$ cat src/rtl/mem_port_arbiter_pkg.sv
// Shared definitions for the unified-memory port arbiter.
// Holds the response-state encoding, the streak counter width and a saturating increment.
package mem_port_arbiter_pkg;

  localparam int DEFAULT_MAX_STREAK = 4;
  localparam int STREAK_W           = 4;

  typedef enum logic [1:0] {
    RESP_NONE = 2'd0,
    RESP_INST = 2'd1,
    RESP_DATA = 2'd2
  } resp_state_e;

  function automatic logic [STREAK_W-1:0] sat_inc(input logic [STREAK_W-1:0] v,
                                                 input logic [STREAK_W-1:0] lim);
    return (v >= lim) ? lim : v + STREAK_W'(1);
  endfunction

endpackage

$ cat src/rtl/mem_port_arbiter_if.sv
// Fetch, load/store and SRAM signals of the shared memory port.
// The master modport is the requester/SRAM side; the slave modport is the arbiter.
interface mem_port_arbiter_if #(
  parameter int ADDR_W = 32
);
  logic              inst_req;
  logic [ADDR_W-1:0] inst_addr;
  logic              inst_addr_ok;
  logic              inst_data_ok;
  logic [31:0]       inst_rdata;
  logic              inst_cancel;

  logic              data_req;
  logic [3:0]        data_we;
  logic [ADDR_W-1:0] data_addr;
  logic [31:0]       data_wdata;
  logic              data_addr_ok;
  logic              data_data_ok;
  logic [31:0]       data_rdata;

  logic              sram_en;
  logic [3:0]        sram_we;
  logic [ADDR_W-1:0] sram_addr;
  logic [31:0]       sram_wdata;
  logic [31:0]       sram_rdata;

  modport master (
    output inst_req, inst_addr, inst_cancel,
    input  inst_addr_ok, inst_data_ok, inst_rdata,
    output data_req, data_we, data_addr, data_wdata,
    input  data_addr_ok, data_data_ok, data_rdata,
    input  sram_en, sram_we, sram_addr, sram_wdata,
    output sram_rdata
  );

  modport slave (
    input  inst_req, inst_addr, inst_cancel,
    output inst_addr_ok, inst_data_ok, inst_rdata,
    input  data_req, data_we, data_addr, data_wdata,
    output data_addr_ok, data_data_ok, data_rdata,
    output sram_en, sram_we, sram_addr, sram_wdata,
    input  sram_rdata
  );
endinterface

$ cat src/rtl/mem_port_arbiter.sv
// Shares one single-ported SRAM between fetch and load/store, data-first with a fetch streak limit.
// Grants are combinational; read data returns to its owner exactly one cycle after the grant.
module mem_port_arbiter
  import mem_port_arbiter_pkg::*;
#(
  parameter int MAX_STREAK = DEFAULT_MAX_STREAK,
  parameter int ADDR_W     = 32
) (
  input logic               clk,
  input logic               resetn,
  mem_port_arbiter_if.slave bus
);

  logic                force_inst;
  logic                grant_inst;
  logic                grant_data;
  logic [ADDR_W-1:0]   sram_addr_d;
  logic [31:0]         sram_wdata_d;
  logic [STREAK_W-1:0] streak_d, streak_q;
  resp_state_e         resp_d, resp_q;

  // Grants are gated by resetn so every output reads idle while reset is held.
  always_comb begin
    force_inst = bus.inst_req && (streak_q == STREAK_W'(MAX_STREAK));
    grant_inst = resetn && bus.inst_req && (!bus.data_req || force_inst);
    grant_data = resetn && bus.data_req && !grant_inst;

    sram_addr_d  = '0;
    sram_wdata_d = '0;
    if (grant_inst) begin
      sram_addr_d = bus.inst_addr;
    end else if (grant_data) begin
      sram_addr_d  = bus.data_addr;
      sram_wdata_d = bus.data_wdata;
    end

    streak_d = streak_q;
    if (grant_data && bus.inst_req) begin
      streak_d = sat_inc(streak_q, STREAK_W'(MAX_STREAK));
    end else if (grant_inst || !bus.inst_req) begin
      streak_d = '0;
    end

    // A fetch cancelled in its own grant cycle still reads the SRAM but never answers.
    resp_d = RESP_NONE;
    if (grant_inst && !bus.inst_cancel) begin
      resp_d = RESP_INST;
    end else if (grant_data) begin
      resp_d = RESP_DATA;
    end
  end

  always_ff @(posedge clk or negedge resetn) begin
    if (!resetn) begin
      resp_q   <= RESP_NONE;
      streak_q <= '0;
    end else begin
      resp_q   <= resp_d;
      streak_q <= streak_d;
    end
  end

  assign bus.inst_addr_ok = grant_inst;
  assign bus.data_addr_ok = grant_data;

  assign bus.sram_en    = grant_inst || grant_data;
  assign bus.sram_we    = grant_data ? bus.data_we : 4'b0000;
  assign bus.sram_addr  = sram_addr_d;
  assign bus.sram_wdata = sram_wdata_d;

  assign bus.inst_data_ok = (resp_q == RESP_INST) && !bus.inst_cancel;
  assign bus.data_data_ok = (resp_q == RESP_DATA);
  assign bus.inst_rdata   = bus.inst_data_ok ? bus.sram_rdata : 32'h0;
  assign bus.data_rdata   = bus.data_data_ok ? bus.sram_rdata : 32'h0;

endmodule
$ cat src/flat_wrapper.sv
// flat-port wrapper written by rule: the top's interface ports become plain ports
module mem_port_arbiter_flat import mem_port_arbiter_pkg::*;
#(
  parameter int MAX_STREAK = DEFAULT_MAX_STREAK,
  parameter int ADDR_W     = 32
)
  (clk, resetn, bus_inst_req, bus_inst_addr, bus_inst_cancel, bus_inst_addr_ok, bus_inst_data_ok, bus_inst_rdata, bus_data_req, bus_data_we, bus_data_addr, bus_data_wdata, bus_data_addr_ok, bus_data_data_ok, bus_data_rdata, bus_sram_en, bus_sram_we, bus_sram_addr, bus_sram_wdata, bus_sram_rdata);
  mem_port_arbiter_if #(.ADDR_W(ADDR_W)) bus_i ();
  input logic clk;
  input logic resetn;
  input wire logic [$bits(bus_i.inst_req)-1:0] bus_inst_req;
  input wire logic [$bits(bus_i.inst_addr)-1:0] bus_inst_addr;
  input wire logic [$bits(bus_i.inst_cancel)-1:0] bus_inst_cancel;
  output wire logic [$bits(bus_i.inst_addr_ok)-1:0] bus_inst_addr_ok;
  output wire logic [$bits(bus_i.inst_data_ok)-1:0] bus_inst_data_ok;
  output wire logic [$bits(bus_i.inst_rdata)-1:0] bus_inst_rdata;
  input wire logic [$bits(bus_i.data_req)-1:0] bus_data_req;
  input wire logic [$bits(bus_i.data_we)-1:0] bus_data_we;
  input wire logic [$bits(bus_i.data_addr)-1:0] bus_data_addr;
  input wire logic [$bits(bus_i.data_wdata)-1:0] bus_data_wdata;
  output wire logic [$bits(bus_i.data_addr_ok)-1:0] bus_data_addr_ok;
  output wire logic [$bits(bus_i.data_data_ok)-1:0] bus_data_data_ok;
  output wire logic [$bits(bus_i.data_rdata)-1:0] bus_data_rdata;
  output wire logic [$bits(bus_i.sram_en)-1:0] bus_sram_en;
  output wire logic [$bits(bus_i.sram_we)-1:0] bus_sram_we;
  output wire logic [$bits(bus_i.sram_addr)-1:0] bus_sram_addr;
  output wire logic [$bits(bus_i.sram_wdata)-1:0] bus_sram_wdata;
  input wire logic [$bits(bus_i.sram_rdata)-1:0] bus_sram_rdata;
  assign bus_i.inst_req = bus_inst_req;
  assign bus_i.inst_addr = bus_inst_addr;
  assign bus_i.inst_cancel = bus_inst_cancel;
  assign bus_inst_addr_ok = bus_i.inst_addr_ok;
  assign bus_inst_data_ok = bus_i.inst_data_ok;
  assign bus_inst_rdata = bus_i.inst_rdata;
  assign bus_i.data_req = bus_data_req;
  assign bus_i.data_we = bus_data_we;
  assign bus_i.data_addr = bus_data_addr;
  assign bus_i.data_wdata = bus_data_wdata;
  assign bus_data_addr_ok = bus_i.data_addr_ok;
  assign bus_data_data_ok = bus_i.data_data_ok;
  assign bus_data_rdata = bus_i.data_rdata;
  assign bus_sram_en = bus_i.sram_en;
  assign bus_sram_we = bus_i.sram_we;
  assign bus_sram_addr = bus_i.sram_addr;
  assign bus_sram_wdata = bus_i.sram_wdata;
  assign bus_i.sram_rdata = bus_sram_rdata;
  mem_port_arbiter #(.MAX_STREAK(MAX_STREAK), .ADDR_W(ADDR_W)) u_core (.clk(clk), .resetn(resetn), .bus(bus_i));
endmodule
$ cat config.mk
export PLATFORM = sky130hd
export DESIGN_NAME = mem_port_arbiter_flat
export DESIGN_NICKNAME = d
export VERILOG_FILES = /design/src/rtl/mem_port_arbiter_pkg.sv /design/src/rtl/mem_port_arbiter_if.sv /design/src/rtl/mem_port_arbiter.sv /design/src/flat_wrapper.sv
export SDC_FILE = /design/constraint.sdc
export NUM_CORES = 1
export LEC_CHECK = 0
export BUFFER_PORTS_ARGS = -buffer_cell sky130_fd_sc_hd__buf_2
export CORE_AREA = 2 2 108 110
export CTS_CLUSTER_DIAMETER = 60
export DETAILED_ROUTE_END_ITERATION = 10
export DIE_AREA = 0 0 110 112
export GPL_ROUTABILITY_DRIVEN = 0
export GPL_TIMING_DRIVEN = 0
export MAX_ROUTING_LAYER = met4
export REMOVE_ABC_BUFFERS = 1
export SYNTH_ARGS = -nofsm -noshare
export SYNTH_HDL_FRONTEND = slang
export SYNTH_SLANG_ARGS = --single-unit
$ cat constraint.sdc
create_clock -name clk -period 1.5 [get_ports clk]
set_input_delay 0.075 -clock clk [delete_from_list [all_inputs] [get_ports clk]]
set_output_delay 0.075 -clock clk [all_outputs]
set_load 0.01 [all_outputs]
-- Word-level counts from Yosys, hierarchy flattened
Cells that the tools add are included.
- $add $sub $neg: 1
- order comparisons: 1
- eq/ne operators: 3
- mux-type cells: 12
- reduce and logical (&&, ||, !) cells: 16
- operator list (cell ; number):
    two-way mux 32 bit ; 6
    two-way mux 4 bit ; 4
    logical AND 1 bit ; 8
    adder 4 x 1 -> 4 bit (second input constant) ; 1
    == test 4 x 3 -> 1 bit (second input constant) ; 1
    >= comparator 4 x 3 -> 1 bit (second input constant) ; 1
    zero test 1 bit ; 4
    two-way mux 2 bit ; 2
    logical OR 1 bit ; 3
    == test 2 x 1 -> 1 bit (second input constant) ; 1
    == test 2 bit (second input constant) ; 1
    nonzero test 2 bit ; 1
- bits in registers: 6
- input bits: 137
- output and inout port bits: 137
- logic and storage cells: 35

-- Longest topological paths before layout
Gate-level depths: netlist of the first run.
- word-level depth: 8
- mapped depth: 6
- depth with buffers taken out: 5

-- Worst setup path before layout of the first run
OpenSTA, ideal clock, no wires.
- path type: register to output
- from: register u_core.streak_q[0]
- to: output port bus_sram_addr[17]
- arrival: 1396 ps
- required time: 1425 ps
- setup slack: 29 ps
- stages on the path, launching flop included: 7
- path buffers: 1
- path through: dfrtp_1 inv_1 ha_1 nand3b_1 a21oi_2 buf_6 a22o_1
- cells in the longest elaborated chain, start to end: 8
- RTL lines (what ; RTL line ; RTL):
    start, declared ; mem_port_arbiter.sv:19 ; logic [STREAK_W-1:0] streak_d, streak_q;
    start signal, assigned ; mem_port_arbiter.sv:59 ; streak_q <= streak_d;
    == test 4 x 3 -> 1 bit (*) ; mem_port_arbiter.sv:24 ; force_inst = bus.inst_req && (streak_q == STREAK_W'(MAX_STREAK));
    logical AND 1 bit (*) ; mem_port_arbiter.sv:24 ;
    logical OR 1 bit (*) ; mem_port_arbiter.sv:25 ; grant_inst = resetn && bus.inst_req && (!bus.data_req || force_inst);
    logical AND 1 bit (*) ; mem_port_arbiter.sv:25 ;
    named net bus_inst_addr_ok ; flat_wrapper.sv:14 ; output wire logic [$bits(bus_i.inst_addr_ok)-1:0] bus_inst_addr_ok;
    zero test 1 bit ; mem_port_arbiter.sv:26 ; grant_data = resetn && bus.data_req && !grant_inst;
    logical AND 1 bit ; mem_port_arbiter.sv:26 ;
    two-way mux 32 bit ; mem_port_arbiter.sv:32 ; end else if (grant_data) begin
    two-way mux 32 bit (*) ; mem_port_arbiter.sv:30 ; if (grant_inst) begin
    end, declared ; flat_wrapper.sv:26 ; output wire logic [$bits(bus_i.sram_addr)-1:0] bus_sram_addr;
The timed path passes the listed nets; every way through them passes the cells marked *.

-- Worst setup path after layout of the first run
- from: register u_core.streak_q[0]
- to: output port bus_sram_addr[30]
- cells in the longest elaborated chain, start to end: 8
- RTL lines (what ; RTL line):
    == test 4 x 3 -> 1 bit (*) ; mem_port_arbiter.sv:24
    logical AND 1 bit (*) ; mem_port_arbiter.sv:24
    logical OR 1 bit (*) ; mem_port_arbiter.sv:25
    logical AND 1 bit (*) ; mem_port_arbiter.sv:25
    zero test 1 bit ; mem_port_arbiter.sv:26
    logical AND 1 bit ; mem_port_arbiter.sv:26
    two-way mux 32 bit ; mem_port_arbiter.sv:32
    two-way mux 32 bit (*) ; mem_port_arbiter.sv:30
Every way passes the cells marked *; elsewhere a longest branch is shown, timed or not.

==> impl_metrics.tcl, run 1 <==
set metrics [dict create \
    die_y_um 112 \
    internal-power_mw 1.02 \
    grt-ovfl-total 0 \
    dp_hpwl_um 8020 \
    final_area_mm2 0.00398 \
    hold_violations 0 \
    cp-start-kind "register" \
    drive_above_1_share_pct 77.6 \
    pwr-share-seq_pct 11.5 \
    cts-htree-levels 1 \
    fill_cells 1163 \
    cp_num_buf_inv 5 \
    die_x_um 110 \
    worst_setup_path_end_kind "output port" \
    p_leak_nw 2.28 \
    power_switching_mw 0.464 \
    period_share_pct 125 \
    synth_compound_area_share_pct 25.5 \
    synth_area_per_cell_um2 7.28 \
    clock_sinks 6 \
    rows 39 \
    crit-reg2reg-launch "u_core.streak_q[0]$_DFFE_PN0P_" \
    min_from "bus_inst_cancel" \
    synthTopCellsByCount "and2_1 (100), a22o_1 (32), clkbuf_1 (8), dfrtp_1 (6), nor2_1 (6)" \
    worstPathMaxFanout 7 \
    synthCells 183 \
    synthArstFlopShare_pct 100 \
    synthFlopType "dfrtp_1" \
    clkPwrFrac_pct 29.0 \
    synth.distinct_cells 24 \
    clk_latency_ps 230 \
    yosysMostFrequentCell "and2_1" \
    drv_cap 0 \
    antenna_found_initial 2 \
    drcViolationCount 0 \
    start_util_pct 11.9 \
    synth_top_area_share_pct 46.9 \
    synth-edff-count 0 \
    setup_ws_ps -370 \
    setup_viol_count_final 83 \
    wl_per_cell_um 17.2 \
    cts_tree "done" \
    avgViaCountPerCell 4.09 \
    port-buffer-count 273 \
    swShare_pct 31.2 \
    synth_simple_gate_area_share_pct 53.0 \
    violations "negative setup slack" \
    period_needed_ps 1870 \
    finClkSkew_ps 3.05 \
    num_io_pins 274 \
    reg2reg_slack_ps -230 \
    max_stage_delay_ps 380 \
    cts_buffer_depth 2 \
    ys_warn_count 0 \
    slowest_stage "dfrtp_1" \
    grt_max_degree 25 \
    synthToLayoutAreaGrowth_pct 199 \
    core_mm2 0.0112 \
    r2r_cells 8 \
    synth-adder-area-share_pct 1.88 \
    vias 2562 \
    finalPower_mw 1.49 \
    dr.pass1.iters 5 \
    dieArea_mm2 0.0123 \
    powerDensity_mw_per_mm2 373 \
    path_class "register to output port" \
    rsz0062_at_grt "yes" \
    seqCellArea_um2 153 \
    fin_nets 623 \
    synth_xor_area_share_pct 0 \
    comb_power_share_pct 59.5 \
    whs_path_depth 2 \
    wl_um 10800 \
    timing.fmax_mhz 535 \
    worstPathCellList "inv_2, ha_4, a41oi_4, clkbuf_16, buf_12, buf_16, a22o_1, buf_2" \
    cts-root-buf "clkbuf_16" \
    cts.clk_slew.worst_paths_ps 40 \
    dpl_cell_area_mm2 0.00287 \
    hold_class "input port to register" \
    hold_end "u_core.resp_q[0]$_DFF_PN0_" \
    multi_input_area_mm2 0.00127 \
    synth_top_family_by_area "simple AND/OR/NAND/NOR gates" \
    relSlewSlack_pct 78.6 \
    syn-cell-area_mm2 0.00133 \
    grt_pass1_vias 2364 \
    numCtsBuffers 3 \
    grt_util_all_layers_pct 16.1 \
    synth.yosys.seq_area_share_pct 11.3 \
    first_iter_violations 99 \
    grt_pass1_wl_um 14000 \
    yosysTopAreaCell "and2_1" \
    yosys-top-cells-area "and2_1 (47%), a22o_1 (21%), dfrtp_1 (11%), buf_6 (2.5%), clkbuf_1 (2.3%)" \
    synth_mux_area_share_pct 0 \
    outcome "complete, but fails checks" \
    worstPathRequired_ps 1420 \
    ys_seq_elements 6 \
    crit_arrival_ps 1790 \
    cpLargestDelayFamily "buffers and inverters" \
    postRouteAntennaNets 0 \
    worst_pin_slew_ps 320 \
    slew_violations 0 \
    ir_drop_mv 0.442 \
    reg2reg_to "u_core.streak_q[2]$_DFFE_PN0P_" \
]
[area by class of cell]
cell class | count | share of cell area, %
antenna | 1 | 0.0628
clock buffer | 3 | 1.89
inverter | 4 | 0.377
multi-input combinational | 158 | 32.0
sequential | 6 | 3.83
tap | 143 | 4.49
timing repair buffer | 311 | 57.4
[worst reg2reg max path, cell delays in order, from the launching register on]
cell and delay (ps):
dfrtp_1 380, inv_2 90, ha_4 160, a41oi_4 140, buf_4 180, buf_6 140
buf_16 140, buf_4 130, o221a_2 260
[state kept, by name, summed over array words and instances, names as in the netlist]
register and count:
u_core.resp_q 2, u_core.streak_q 4
[cells in the final DEF (no fill, tap or decap)]
cell | synthesis | layout
nor2_1 | 6 | 6
ha_4 | 0 | 1
dlygate4sd3_1 | 0 | 1
inv_2 | 0 | 2
a21boi_0 | 1 | 1
dfrtp_2 | 0 | 2
o221a_2 | 1 | 1
dfrtp_1 | 6 | 4
nand2_1 | 3 | 3
clkbuf_16 | 0 | 4
nor4_1 | 1 | 1
buf_8 | 0 | 1
a22o_1 | 32 | 32
ha_1 | 2 | 1
a41oi_1 | 1 | 1
nand3b_1 | 1 | 1
buf_16 | 0 | 8
inv_1 | 4 | 2
buf_6 | 3 | 68
nor3b_4 | 0 | 1
buf_12 | 0 | 4
nor2b_1 | 2 | 1
and2_1 | 100 | 51
diode_2 | 0 | 1
a21oi_4 | 0 | 2
a41oi_4 | 0 | 1
nor2b_4 | 0 | 2
and2_4 | 0 | 49
buf_4 | 1 | 11
buf_2 | 4 | 217
and3_1 | 1 | 1
nand4_1 | 1 | 1
o21a_1 | 1 | 1
[through the flow]
step                      cells  utilization, %  hold WS [ps]  TNS [ps]  setup WS, ps
final                       626            35.6          64.3    -20610          -370
after global routing        626            35.6          75.5    -25850          -434
after CTS                   617            33.8          63.2    -17210          -355
after detailed placement    585            25.7         -62.1    -31290          -636
after global placement      582            24.9         -63.4   -177640         -1710
after floorplan             166               -          -221    -83830          -929
[logic make-up after synthesis]
family                   count (synthesis)
AND/OR/NAND/NOR                        116
AO/OA/AOI/OAI                           38
flip-flops                               6
buffers and inverters                   21
adder cells (fa/ha/maj)                  2
[metal layers]
metal | part of all wire [%] | vias up | wire length (um) | track usage (%)
met1 | 35 | 1140 | 3770 | 17.1
li1 | - | 1226 | - | -
met2 | 55 | 186 | 5920 | 31.5
met4 | 1.1 | 0 | 119 | 2.03
met5 | 0 | - | 0 | -
met3 | 9.0 | 10 | 967 | 2.22
[worst max-delay path by stage]
| stage | cells past startpoint | end | startpoint |
|---|---|---|---|
| floorplan | 4 | u_core.streak_q[2]$_DFFE_PN0P_ | u_core.streak_q[0]$_DFFE_PN0P_ |
| global placement | 5 | bus_sram_addr[19] | u_core.streak_q[0]$_DFFE_PN0P_ |
| detailed placement | 6 | bus_sram_addr[0] | u_core.streak_q[0]$_DFFE_PN0P_ |
| CTS | 9 | bus_sram_addr[6] | u_core.streak_q[0]$_DFFE_PN0P_ |
| global route | 8 | bus_sram_addr[30] | u_core.streak_q[0]$_DFFE_PN0P_ |
| finish | 8 | bus_sram_addr[30] | u_core.streak_q[0]$_DFFE_PN0P_ |
[repair_timing]
item                                   CTS  global route
hold buffers                             1             0
endpoints found under the hold margin    6             0
gates cloned                            11             3
setup endpoints to repair              130           102
setup buffers                           17             7
pin swaps                               43            12
gates resized for setup                109            48
[power groups by stage]
stage / clock network, mW / registers [mW] / logic, mW
floorplan: 0 / 0.171 / 0.234
CTS: 0.430 / 0.173 / 0.871
global route: 0.451 / 0.172 / 0.947
global placement: 0 / 0.172 / 0.603
detailed placement: 0 / 0.172 / 0.626
finish: 0.431 / 0.172 / 0.884
No activity file was read; power rests on OpenSTA's default activity.
==> inputs of run 2 (changes only) <==
- CTS_CLUSTER_DIAMETER: 60 -> 40
- SETUP_SLACK_MARGIN: not set -> 0.5
==> impl_metrics.tcl, run 2 (synthesis gave the netlist of run 1 again) <==
set metrics [dict create \
    relSlewSlack_pct 78.4 \
    final_area_mm2 0.00456 \
    clk_latency_ps 230 \
    core_mm2 0.0112 \
    grt-ovfl-total 0 \
    holdWs_ps 63.3 \
    cts.clk_slew.worst_paths_ps 40 \
    final_cell_mix "buf_2 (170), buf_6 (120), and2_4 (92), a22o_1 (32), buf_16 (10)" \
    fin_util_pct 40.8 \
    cp-start-kind "register" \
    hold_violations 0 \
    cts_tree "done" \
    powerDensity_mw_per_mm2 357 \
    rsz0062_at_grt "yes" \
    cts-root-buf "clkbuf_16" \
    wl_per_cell_um 18.6 \
    final_common_cell "buf_2" \
    num_io_pins 274 \
    antenna_found_initial 2 \
    ir_drop_mv 0.447 \
    port-buffer-count 273 \
    rows 39 \
    slew_violations 0 \
    finalPower_mw 1.63 \
    cts_buffer_depth 2 \
    first_iter_violations 146 \
    cts-htree-levels 1 \
    die_x_um 110 \
    grt_pass1_vias 2522 \
    worst_setup_path_end_kind "output port" \
    p_leak_nw 2.46 \
    postRouteAntennaNets 0 \
    crit_arrival_ps 1810 \
    grt_pass1_wl_um 14800 \
    clock_sinks 6 \
    fin_nets 632 \
    start_util_pct 11.9 \
    numCtsBuffers 3 \
    dieArea_mm2 0.0123 \
    slowest_stage "dfrtp_1" \
    fill_cells 1090 \
    hold_class "input port to register" \
    dpl.cell_count 585 \
    violations "negative setup slack" \
    setup_viol_count_final 97 \
    wl_um 11800 \
    worstPathCellList "inv_2, ha_4, nand3b_1, buf_6, a21oi_4, buf_6, buf_16, a22o_1, buf_2" \
    cp_common_cell "buf_6" \
    dp_hpwl_um 8020 \
    drive_above_1_share_pct 86.8 \
    worstPathRequired_ps 1420 \
    worstPathMaxFanout 8 \
    largest_reg_flops 4 \
    drcViolationCount 0 \
    dr.pass1.iters 5 \
    synthToLayoutAreaGrowth_pct 242 \
    outcome "complete, but fails checks" \
    drv_cap 0 \
    layout.cells.non_filler 635 \
    finClkSkew_ps 2.67 \
    dpl_cell_area_mm2 0.00287 \
    vias 2641 \
    grt_max_degree 18 \
    die_y_um 112 \
    timing.fmax_mhz 529 \
    biggestRegsByFlops "u_core.streak_q x4, u_core.resp_q x2" \
    max_stage_delay_ps 380 \
    period_share_pct 126 \
    path_class "register to output port" \
    setup_ws_ps -390 \
    worst_pin_slew_ps 323 \
    largest_register "u_core.streak_q" \
    grt_util_all_layers_pct 17.0 \
    avgViaCountPerCell 4.16 \
    period_needed_ps 1890 \
]
## run 2: timing repair
action	CTS	global route
setup endpoints to repair	140	140
pin swaps	69	37
buffers inserted	22	7
endpoints found under the hold margin	6	0
gates cloned	15	1
resized for setup	140	121
hold buffers	1	0
## run 2: final cells by class
type	instances	area (um2)	share of cell area, %
Antenna cell	1	2.50	0.0549
Clock buffer	3	75.1	1.65
Inverter	4	15.0	0.329
Multi-Input combinational cell	159	1400	30.6
Sequential cell	6	153	3.35
Tap cell	143	179	3.92
Timing Repair Buffer	319	2740	60.1
## run 2: worst max-delay path: cells and delay by family (launching register included)
| family | cells | cell delay [ps] |
|---|---|---|
| compound gates | 2 | 310 |
| buf+inv | 5 | 620 |
| flops | 1 | 380 |
| fa+ha+maj | 1 | 160 |
| simple gates | 1 | 120 |
## run 2: metal layers
| layer | GRT usage [%] | vias up | wire length, um |
|---|---|---|---|
| li1 | - | 1244 | - |
| met1 | 17.3 | 1201 | 4160 |
| met2 | 34.1 | 186 | 6450 |
| met3 | 2.22 | 10 | 1060 |
| met4 | 2.03 | 0 | 132 |
| met5 | - | - | 0 |
## run 2: worst paths after layout
check                                                     from                             end  slack [ps]  cells past startpoint
worst max-delay path            u_core.streak_q[0]$_DFFE_PN0P_                bus_sram_addr[6]        -390                      9
worst min-delay path                           bus_inst_cancel      u_core.resp_q[0]$_DFF_PN0_          60                      2
worst max register to register  u_core.streak_q[0]$_DFFE_PN0P_  u_core.streak_q[2]$_DFFE_PN0P_        -230                      8
worst min register to register  u_core.streak_q[1]$_DFFE_PN0P_  u_core.streak_q[1]$_DFFE_PN0P_         660                      3
max in group asynchronous                               resetn      u_core.resp_q[1]$_DFF_PN0_         890                      2
min in group asynchronous                               resetn  u_core.streak_q[1]$_DFFE_PN0P_         350                      2
## run 2: through the flow
| stage | setup TNS (ps) | worst slack [ps] |
|---|---|---|
| 6_report | -21400 | -390 |
| 5_1_grt | -26840 | -461 |
| 4_1_cts | -17250 | -355 |
| 3_5_place_dp | -31290 | -636 |
| 3_3_place_gp | -177640 | -1710 |
| 2_1_floorplan | -83830 | -929 |
## run 2: power by group
part,leakage (nW),switching [mW],internal [mW]
Combinational,2.34,0.410,0.616
Clock,0.0370,0.0897,0.342
Sequential,0.0789,0.00390,0.167
